`src/rtl/bc_mem_arbiter.sv`:
```
// Single-port memory arbiter sharing main memory between the CPU datapath and a DMA/loader port.
// Round-robin ownership with a bounded burst; read data is routed back to the issuing port one cycle later.
module bc_mem_arbiter #(
  parameter int WORD      = 16,
  parameter int ADDRESS   = 12,
  parameter int MAX_BURST = 4
) (
  input  logic               clk,
  input  logic               rst_n,
  input  logic               cpu_req,
  input  logic               cpu_we,
  input  logic [ADDRESS-1:0] cpu_addr,
  input  logic [WORD-1:0]    cpu_wdata,
  output logic               cpu_gnt,
  output logic               cpu_stall,
  output logic               cpu_rvalid,
  output logic [WORD-1:0]    cpu_rdata,
  input  logic               dma_req,
  input  logic               dma_we,
  input  logic [ADDRESS-1:0] dma_addr,
  input  logic [WORD-1:0]    dma_wdata,
  output logic               dma_gnt,
  output logic               dma_rvalid,
  output logic [WORD-1:0]    dma_rdata,
  output logic               mem_en,
  output logic               mem_we,
  output logic [ADDRESS-1:0] mem_addr,
  output logic [WORD-1:0]    mem_wdata,
  input  logic [WORD-1:0]    mem_rdata,
  output logic [1:0]         owner
);

  localparam int CW = $clog2(MAX_BURST + 1);
  localparam logic [CW-1:0] BURST_MAX = CW'(MAX_BURST);

  typedef enum logic [1:0] {
    OWN_NONE = 2'd0,
    OWN_CPU  = 2'd1,
    OWN_DMA  = 2'd2
  } owner_t;

  owner_t        r_owner;
  owner_t        w_owner_next;
  logic [CW-1:0] r_burst_cnt;
  logic [CW-1:0] w_burst_next;
  logic          r_rr_last_dma;
  logic          w_rr_next;
  logic          r_cpu_rvalid_q;
  logic          r_dma_rvalid_q;
  logic          w_cpu_pick;
  logic          w_dma_pick;
  logic          w_burst_open;

  assign w_burst_open = (r_burst_cnt < BURST_MAX);

  always_comb begin
    w_cpu_pick = 1'b0;
    w_dma_pick = 1'b0;
    if (r_owner == OWN_CPU && cpu_req && (w_burst_open || !dma_req)) begin
      w_cpu_pick = 1'b1;
    end else if (r_owner == OWN_DMA && dma_req && (w_burst_open || !cpu_req)) begin
      w_dma_pick = 1'b1;
    end else if (cpu_req && dma_req) begin
      // Tie goes to whichever port was not granted last.
      w_cpu_pick = r_rr_last_dma;
      w_dma_pick = !r_rr_last_dma;
    end else begin
      w_cpu_pick = cpu_req;
      w_dma_pick = dma_req;
    end
  end

  // Reset gates the grant path so no access can slip out while rst_n is low.
  assign cpu_gnt   = w_cpu_pick & rst_n;
  assign dma_gnt   = w_dma_pick & rst_n;
  assign cpu_stall = cpu_req & ~cpu_gnt;

  assign mem_en    = cpu_gnt | dma_gnt;
  assign mem_we    = (cpu_gnt & cpu_we) | (dma_gnt & dma_we);
  assign mem_addr  = ({ADDRESS{cpu_gnt}} & cpu_addr) | ({ADDRESS{dma_gnt}} & dma_addr);
  assign mem_wdata = ({WORD{cpu_gnt}} & cpu_wdata) | ({WORD{dma_gnt}} & dma_wdata);

  always_comb begin
    w_owner_next = r_owner;
    w_burst_next = r_burst_cnt;
    w_rr_next    = r_rr_last_dma;
    if (mem_en) begin
      w_rr_next    = dma_gnt;
      w_owner_next = dma_gnt ? OWN_DMA : OWN_CPU;
      if (w_owner_next == r_owner) begin
        w_burst_next = (r_burst_cnt == BURST_MAX) ? r_burst_cnt : r_burst_cnt + CW'(1);
      end else begin
        w_burst_next = CW'(1);
      end
    end else begin
      w_owner_next = OWN_NONE;
      w_burst_next = '0;
    end
  end

  always_ff @(posedge clk or negedge rst_n) begin
    if (!rst_n) begin
      r_owner        <= OWN_NONE;
      r_burst_cnt    <= '0;
      r_rr_last_dma  <= 1'b1;
      r_cpu_rvalid_q <= 1'b0;
      r_dma_rvalid_q <= 1'b0;
    end else begin
      r_owner        <= w_owner_next;
      r_burst_cnt    <= w_burst_next;
      r_rr_last_dma  <= w_rr_next;
      r_cpu_rvalid_q <= cpu_gnt & ~cpu_we;
      r_dma_rvalid_q <= dma_gnt & ~dma_we;
    end
  end

  assign owner      = r_owner;
  assign cpu_rvalid = r_cpu_rvalid_q;
  assign dma_rvalid = r_dma_rvalid_q;
  assign cpu_rdata  = r_cpu_rvalid_q ? mem_rdata : '0;
  assign dma_rdata  = r_dma_rvalid_q ? mem_rdata : '0;

endmodule

```
`config.mk`:
```
export PLATFORM = sky130hd
export DESIGN_NAME = bc_mem_arbiter
export DESIGN_NICKNAME = d
export VERILOG_FILES = /design/src/rtl/bc_mem_arbiter.sv
export SDC_FILE = /design/constraint.sdc
export NUM_CORES = 1
export LEC_CHECK = 0
export ABC_AREA = 1
export BUFFER_PORTS_ARGS = -buffer_cell sky130_fd_sc_hd__buf_2
export CAP_MARGIN = 30
export CORE_ASPECT_RATIO = 1.25
export CORE_MARGIN = 2
export CORE_UTILIZATION = 30
export CTS_BUF_LIST = sky130_fd_sc_hd__clkbuf_8
export CTS_CLUSTER_SIZE = 28
export DETAILED_ROUTE_END_ITERATION = 8
export PLACE_DENSITY = 0.78
export SLEW_MARGIN = 0
export SYNTH_ARGS = -nofsm -noshare
export SYNTH_HDL_FRONTEND = slang
export SYNTH_SLANG_ARGS = --single-unit
```
`constraint.sdc`:
```
create_clock -name clk -period 2.4 [get_ports clk]
set_clock_uncertainty 0.15 [all_clocks]
set_input_delay 0.24 -clock clk [delete_from_list [all_inputs] [get_ports clk]]
set_output_delay 0.24 -clock clk [all_outputs]
set_load 0.05 [all_outputs]
```
==> results of run 1 <==
## metrics by stage
step                hold slack, ns   util  total power [mW]  setup slack (ns)
floorplan                   -0.206      -             0.616             0.161
global placement            0.0242  0.520             0.772             0.430
detailed placement          0.0288  0.520             0.776             0.421
CTS                         0.0295  0.536             0.955             0.114
global route                0.0362  0.537              1.00            0.0274
finish                      0.0349  0.537             0.943             0.178
## placed cells by master (no fill, tap or decap)
master         synthesis  final
buf_2                  0    146
nand2_1              132    132
inv_1                 44     45
dfrtp_1                7      7
nand3_1                5      5
o21ai_0                4      4
nor2_1                 5      4
nor2_2                 2      3
clkbuf_8               0      3
nand2_2                2      2
a21oi_1                2      2
ha_1                   2      2
clkinv_2               1      1
inv_2                  1      1
nor2_4                 1      1
inv_6                  0      1
nand2_4                1      1
inv_4                  2      1
xor2_1                 1      1
dlygate4sd3_1          0      1
buf_4                  3      1
dfstp_2                1      1
## layer usage
| metal | track usage | part of all wire | vias up |
|---|---|---|---|
| met3 | 0.0392 | 0.13 | 6 |
| met5 | 0 | 0 | - |
| li1 | - | - | 911 |
| met2 | 0.366 | 0.52 | 110 |
| met4 | 0.0930 | 0.021 | 0 |
| met1 | 0.158 | 0.33 | 695 |
## kinds of logic after synthesis
group	share of synthesized area
AO/OA/AOI/OAI	0.0271
buffers and inverters	0.232
flip-flops	0.182
adder cells (fa/ha/maj)	0.0225
AND/OR/NAND/NOR	0.529
XOR/XNOR	0.00789
## path summary, 6_finish.rpt
check                      slack (ns)                          to  depth (start not counted)                      start
min                              0.03        dma_rvalid$_DFF_PN0_                          2                     dma_we
max                              0.18               mem_wdata[15]                          9                      rst_n
min reg2reg                      0.37   r_rr_last_dma$_DFFE_PN1P_                          2  r_rr_last_dma$_DFFE_PN1P_
max reg2reg                      0.88  r_burst_cnt[2]$_DFFE_PN0P_                          7  r_rr_last_dma$_DFFE_PN1P_
min in group asynchronous        0.31  r_burst_cnt[2]$_DFFE_PN0P_                          3                      rst_n
max in group asynchronous        1.56   r_rr_last_dma$_DFFE_PN1P_                          3                      rst_n
## state kept, by name, summed over array words and instances (netlist names)
name	cells
cpu_rvalid	1
dma_rvalid	1
owner	2
r_burst_cnt	3
r_rr_last_dma	1
## synth_stat cells (all sizes together)
library cell  count  share of area
a21oi             2         0.0090
buf               6          0.051
clkbuf            4          0.014
clkinv            1         0.0045
dfrtp             7           0.16
dfstp             1          0.024
ha                2          0.023
inv              47           0.16
nand2           135           0.47
nand3             5          0.023
nor2              8          0.038
o21ai             4          0.018
xor2              1         0.0079
## power by group through the flow
stage                     Sequential, mW  Clock [mW]  Combinational [mW]
after global routing               0.168       0.185               0.649
after global placement             0.167           0               0.605
after floorplan                    0.178           0               0.438
final                              0.166       0.172               0.605
after detailed placement           0.168           0               0.608
after CTS                          0.166       0.178               0.610
## area by class of cell
type,count,area [µm²],share of cell area
clock buffers,3,41.3,0.0219
clock inverters,1,3.75,0.00199
inverters,48,189,0.100
multi-input cells,157,653,0.346
flip-flops and latches,8,201,0.107
well taps,39,48.8,0.0259
repair buffers,148,748,0.397
## critical path, delay by kind of cell
kind | cells | cell delay (ns)
buffers and inverters | 5 | 1.14
and+or+nand+nor | 4 | 0.45
## timing repair
item / 4_1_cts / 5_1_grt
gates resized for setup: 0 / 1
endpoints found under the setup margin: 0 / 7
hold buffers: 1 / 0
buffers inserted: 0 / 0
hold endpoints to repair: 8 / 0
==> results.cfg, run 1 <==
[sta]
setup_viol = 0
hold_viol = 0
tns_ns = 0
period_minus_slack_ns = 2.22
period_share = 0.926
tightest_slew_ns = 0.473
relSlewSlack = 0.685
rsz0062_at_grt = no
slew_violations = 0
clock.fmax_ghz = 0.450

[drt]
ant_nets = 0
finalWirelength_um = 3880
dr.pass1.iters = 4
drtIter0Drc = 47
vias = 1722
routed_via_density = 4.26
wl_per_cell_um = 9.60
drc = 0

[clocking]
insertion_delay_ns = 0.24
cts_inserted_buffers = 3
clockRootBuffer = clkbuf_8
h-tree-depth = 1
cts.clk_slew.worst_paths_ns = 0.04
clockBufferDepth = 2
cts_tree = done
clkSinkCount = 8

[placement]
io_buffers = 146
dp.cells = 399
placed_area_mm2 = 0.00183
gp_congestion = 0.816
dp_hpwl_um = 3370

[synth]
avgSynthCellArea_um2 = 4.98
ys_ff_latch = 8
synth_area_mm2 = 0.00111
netlist_instances = 223
ys_warn_count = 0
synth_seq_area_share = 0.182
syn_nets = 303
synth_cell_types = 20

[critical_path]
end_kind = output port
cp.arrival_ns = 1.83
critical_path.cell_chain = dlygate4sd3_1 > buf_2 > inv_1 > nor2_2 > nand2_2 > inv_6 > nand2_1 > nand2_1 > buf_2
critPathRequiredTime_ns = 2.01
crit_slowest_cell = dlygate4sd3_1
cp_max_fo = 31
slowest_delay_ns = 0.52
start_kind = input pin
worstSetupPathType = in2out

[die]
die_width_um = 58.4
core_mm2 = 0.00351
die_area_mm2 = 0.00420
start_util = 0.316
fp-row-count = 24
ios = 147
dieHeight_um = 72

[finish]
nets = 446
fin_area_mm2 = 0.00189
drive_gt1_frac = 0.444
fill_cells = 377
layoutNonFillerInstCount = 404
antennaDiodeCount = 0
area_delta_synth_final_pct = 69.9

[flow_run]
maxCapViolCount = 0

[global_route]
antenna_found_initial = 0
first_global_vias = 1576
overflow = 0
grt_max_degree = 33
grt_pass1_wl_um = 5960
grt_use_total = 0.181

[hold_path]
hp-class = in2reg

[power]
intPower_uw = 413
p_switching_uw = 531
p_leak_nw = 1.55
switching_share = 0.563
p_per_area_mw_per_mm2 = 500
p_comb_frac = 0.642
p_clk_frac = 0.182
peakVddDrop_uv = 406
pwr-share-seq = 0.176

[outcome]
status = finished clean
No activity file was read; power rests on OpenSTA's default activity.
==> run 2: changes to the inputs <==
--- a/config.mk
+++ b/config.mk
@@ -14,7 +14,7 @@
 export CTS_BUF_LIST = sky130_fd_sc_hd__clkbuf_8
 export CTS_CLUSTER_SIZE = 28
 export DETAILED_ROUTE_END_ITERATION = 8
-export PLACE_DENSITY = 0.78
+export PLACE_DENSITY = 0.76
 export SLEW_MARGIN = 0
 export SYNTH_ARGS = -nofsm -noshare
 export SYNTH_HDL_FRONTEND = slang
==> run 2 against run 1 <==
Via count down 0.41%. Sequential power about the same. Total power down 0.32%. Final area unchanged. Maximum frequency down 0.17%. Global-route usage up 0.89 points. Clock power about the same. Critical path depth unchanged. Die area unchanged. Combinational power about the same. Register-to-register slack worse by 0.05 ns. Hold slack better by 0.021 ns. Largest power group unchanged.
==> results.cfg, run 2 (synthesized netlist as in run 1, its figures left out) <==
[outcome]
status = finished clean

[finish]
final_cell_mix = buf_2 (146), nand2_1 (132), inv_1 (45)
area_delta_synth_final_pct = 69.9
regMostFlops = r_burst_cnt
drive_gt1_frac = 0.444
largest_reg_flops = 3
nets = 446
fin_area_mm2 = 0.00189
layout_commonest_cell = buf_2
antennaDiodeCount = 0

[sta]
holdWs_ns = 0.0559
tns_ns = 0
clock.fmax_ghz = 0.449
relSlewSlack = 0.679
period_minus_slack_ns = 2.23
hold_viol = 0
setup_viol = 0
setup_ws_ns = 0.174
rsz0062_at_grt = no
period_share = 0.928
slew_violations = 0
tightest_slew_ns = 0.481

[critical_path]
cp_top_family = buffers and inverters
cp.arrival_ns = 1.84
worstSetupPathType = in2out
end_kind = output port
cp_max_fo = 31
crit_slowest_cell = dlygate4sd3_1
slowest_delay_ns = 0.51
critPathRequiredTime_ns = 2.01
critical_path.cell_chain = dlygate4sd3_1 > buf_2 > inv_1 > nor2_2 > nand2_2 > inv_6 > nand2_1 > nand2_1 > buf_2
start_kind = input pin
worst-path-buf-inv = 5

[global_route]
grt_max_degree = 33
antenna_found_initial = 0
grt_pass1_wl_um = 6320
first_global_vias = 1622
overflow = 0
grt_use_total = 0.190

[drt]
routed_via_density = 4.25
dr.pass1.iters = 6
finalWirelength_um = 3900
drtIter0Drc = 70
drc = 0
wl_per_cell_um = 9.66
ant_nets = 0
vias = 1715

[placement]
dp_hpwl_um = 3320
io_buffers = 146
gp_congestion = 0.812
place_worst_setup_slack_ns = 0.425
placed_area_mm2 = 0.00183

[die]
die_width_um = 58.4
dieHeight_um = 72
ios = 147
fp-row-count = 24
die_area_mm2 = 0.00420
core_mm2 = 0.00351
start_util = 0.316

[clocking]
cts_tree = done
h-tree-depth = 1
cts_setup_buffers = 0
cts_inserted_buffers = 3
insertion_delay_ns = 0.23
clockRootBuffer = clkbuf_8
clockBufferDepth = 2
clkSinkCount = 8
cts.clk_slew.worst_paths_ns = 0.04

[power]
p_leak_nw = 1.55
p_per_area_mw_per_mm2 = 499
peakVddDrop_uv = 359
total_power_uw = 940

[flow_run]
maxCapViolCount = 0

[hold_path]
hp-class = in2reg
-- run 2: cell counts in the layout (fill, tap and decap cells not counted) --
Identical to the previous run, type by type.
-- run 2: metal layers --
layer / track usage / wire (µm)
met5: 0 / 0
met4: 0.0801 / 100
met3: 0.0374 / 479
met2: 0.387 / 2000
met1: 0.173 / 1320
-- run 2: where the power goes --
group / internal, mW / total [mW] / switching (mW)
sequential: 0.152 / 0.166 / 0.0140
clock: 0.111 / 0.169 / 0.0579
combinational: 0.150 / 0.606 / 0.456
-- run 2: worst paths after layout --
kind	from	to	slack [ns]	depth (start not counted)
worst max-delay path	rst_n	mem_wdata[0]	0.17	9
worst min-delay path	cpu_we	cpu_rvalid$_DFF_PN0_	0.06	2
worst max register to register	r_rr_last_dma$_DFFE_PN1P_	r_burst_cnt[2]$_DFFE_PN0P_	0.83	7
worst min register to register	r_rr_last_dma$_DFFE_PN1P_	r_rr_last_dma$_DFFE_PN1P_	0.37	2
max in group asynchronous	rst_n	r_rr_last_dma$_DFFE_PN1P_	1.57	3
min in group asynchronous	rst_n	r_burst_cnt[1]$_DFFE_PN0P_	0.31	3
-- run 2: final cells by class --
cell class | count | area (µm²)
multi-input combinational | 157 | 653
tap | 39 | 48.8
timing repair buffer | 148 | 748
sequential | 8 | 201
clock inverter | 1 | 3.75
clock buffer | 3 | 41.3
fill | 383 | 1630
inverter | 48 | 189
-- run 2: worst reg2reg max path, delay by kind of cell, from the launching register on --
family | cells | cell delay [ns]
compound gates | 1 | 0.18
buf+inv | 1 | 0.05
flops | 1 | 0.51
simple gates | 5 | 0.59
-- run 2: what timing repair did --
action                                 CTS  global route
hold buffers                             1             0
setup endpoints to repair                0            19
resized for setup                        0             1
endpoints found under the hold margin    8             0
-- run 2: metrics by stage --
stage          utilization  instances
6_report             0.537        404
5_1_grt              0.537        404
4_1_cts              0.536        404
3_5_place_dp         0.520        399
3_3_place_gp         0.520        399
2_1_floorplan            -        223
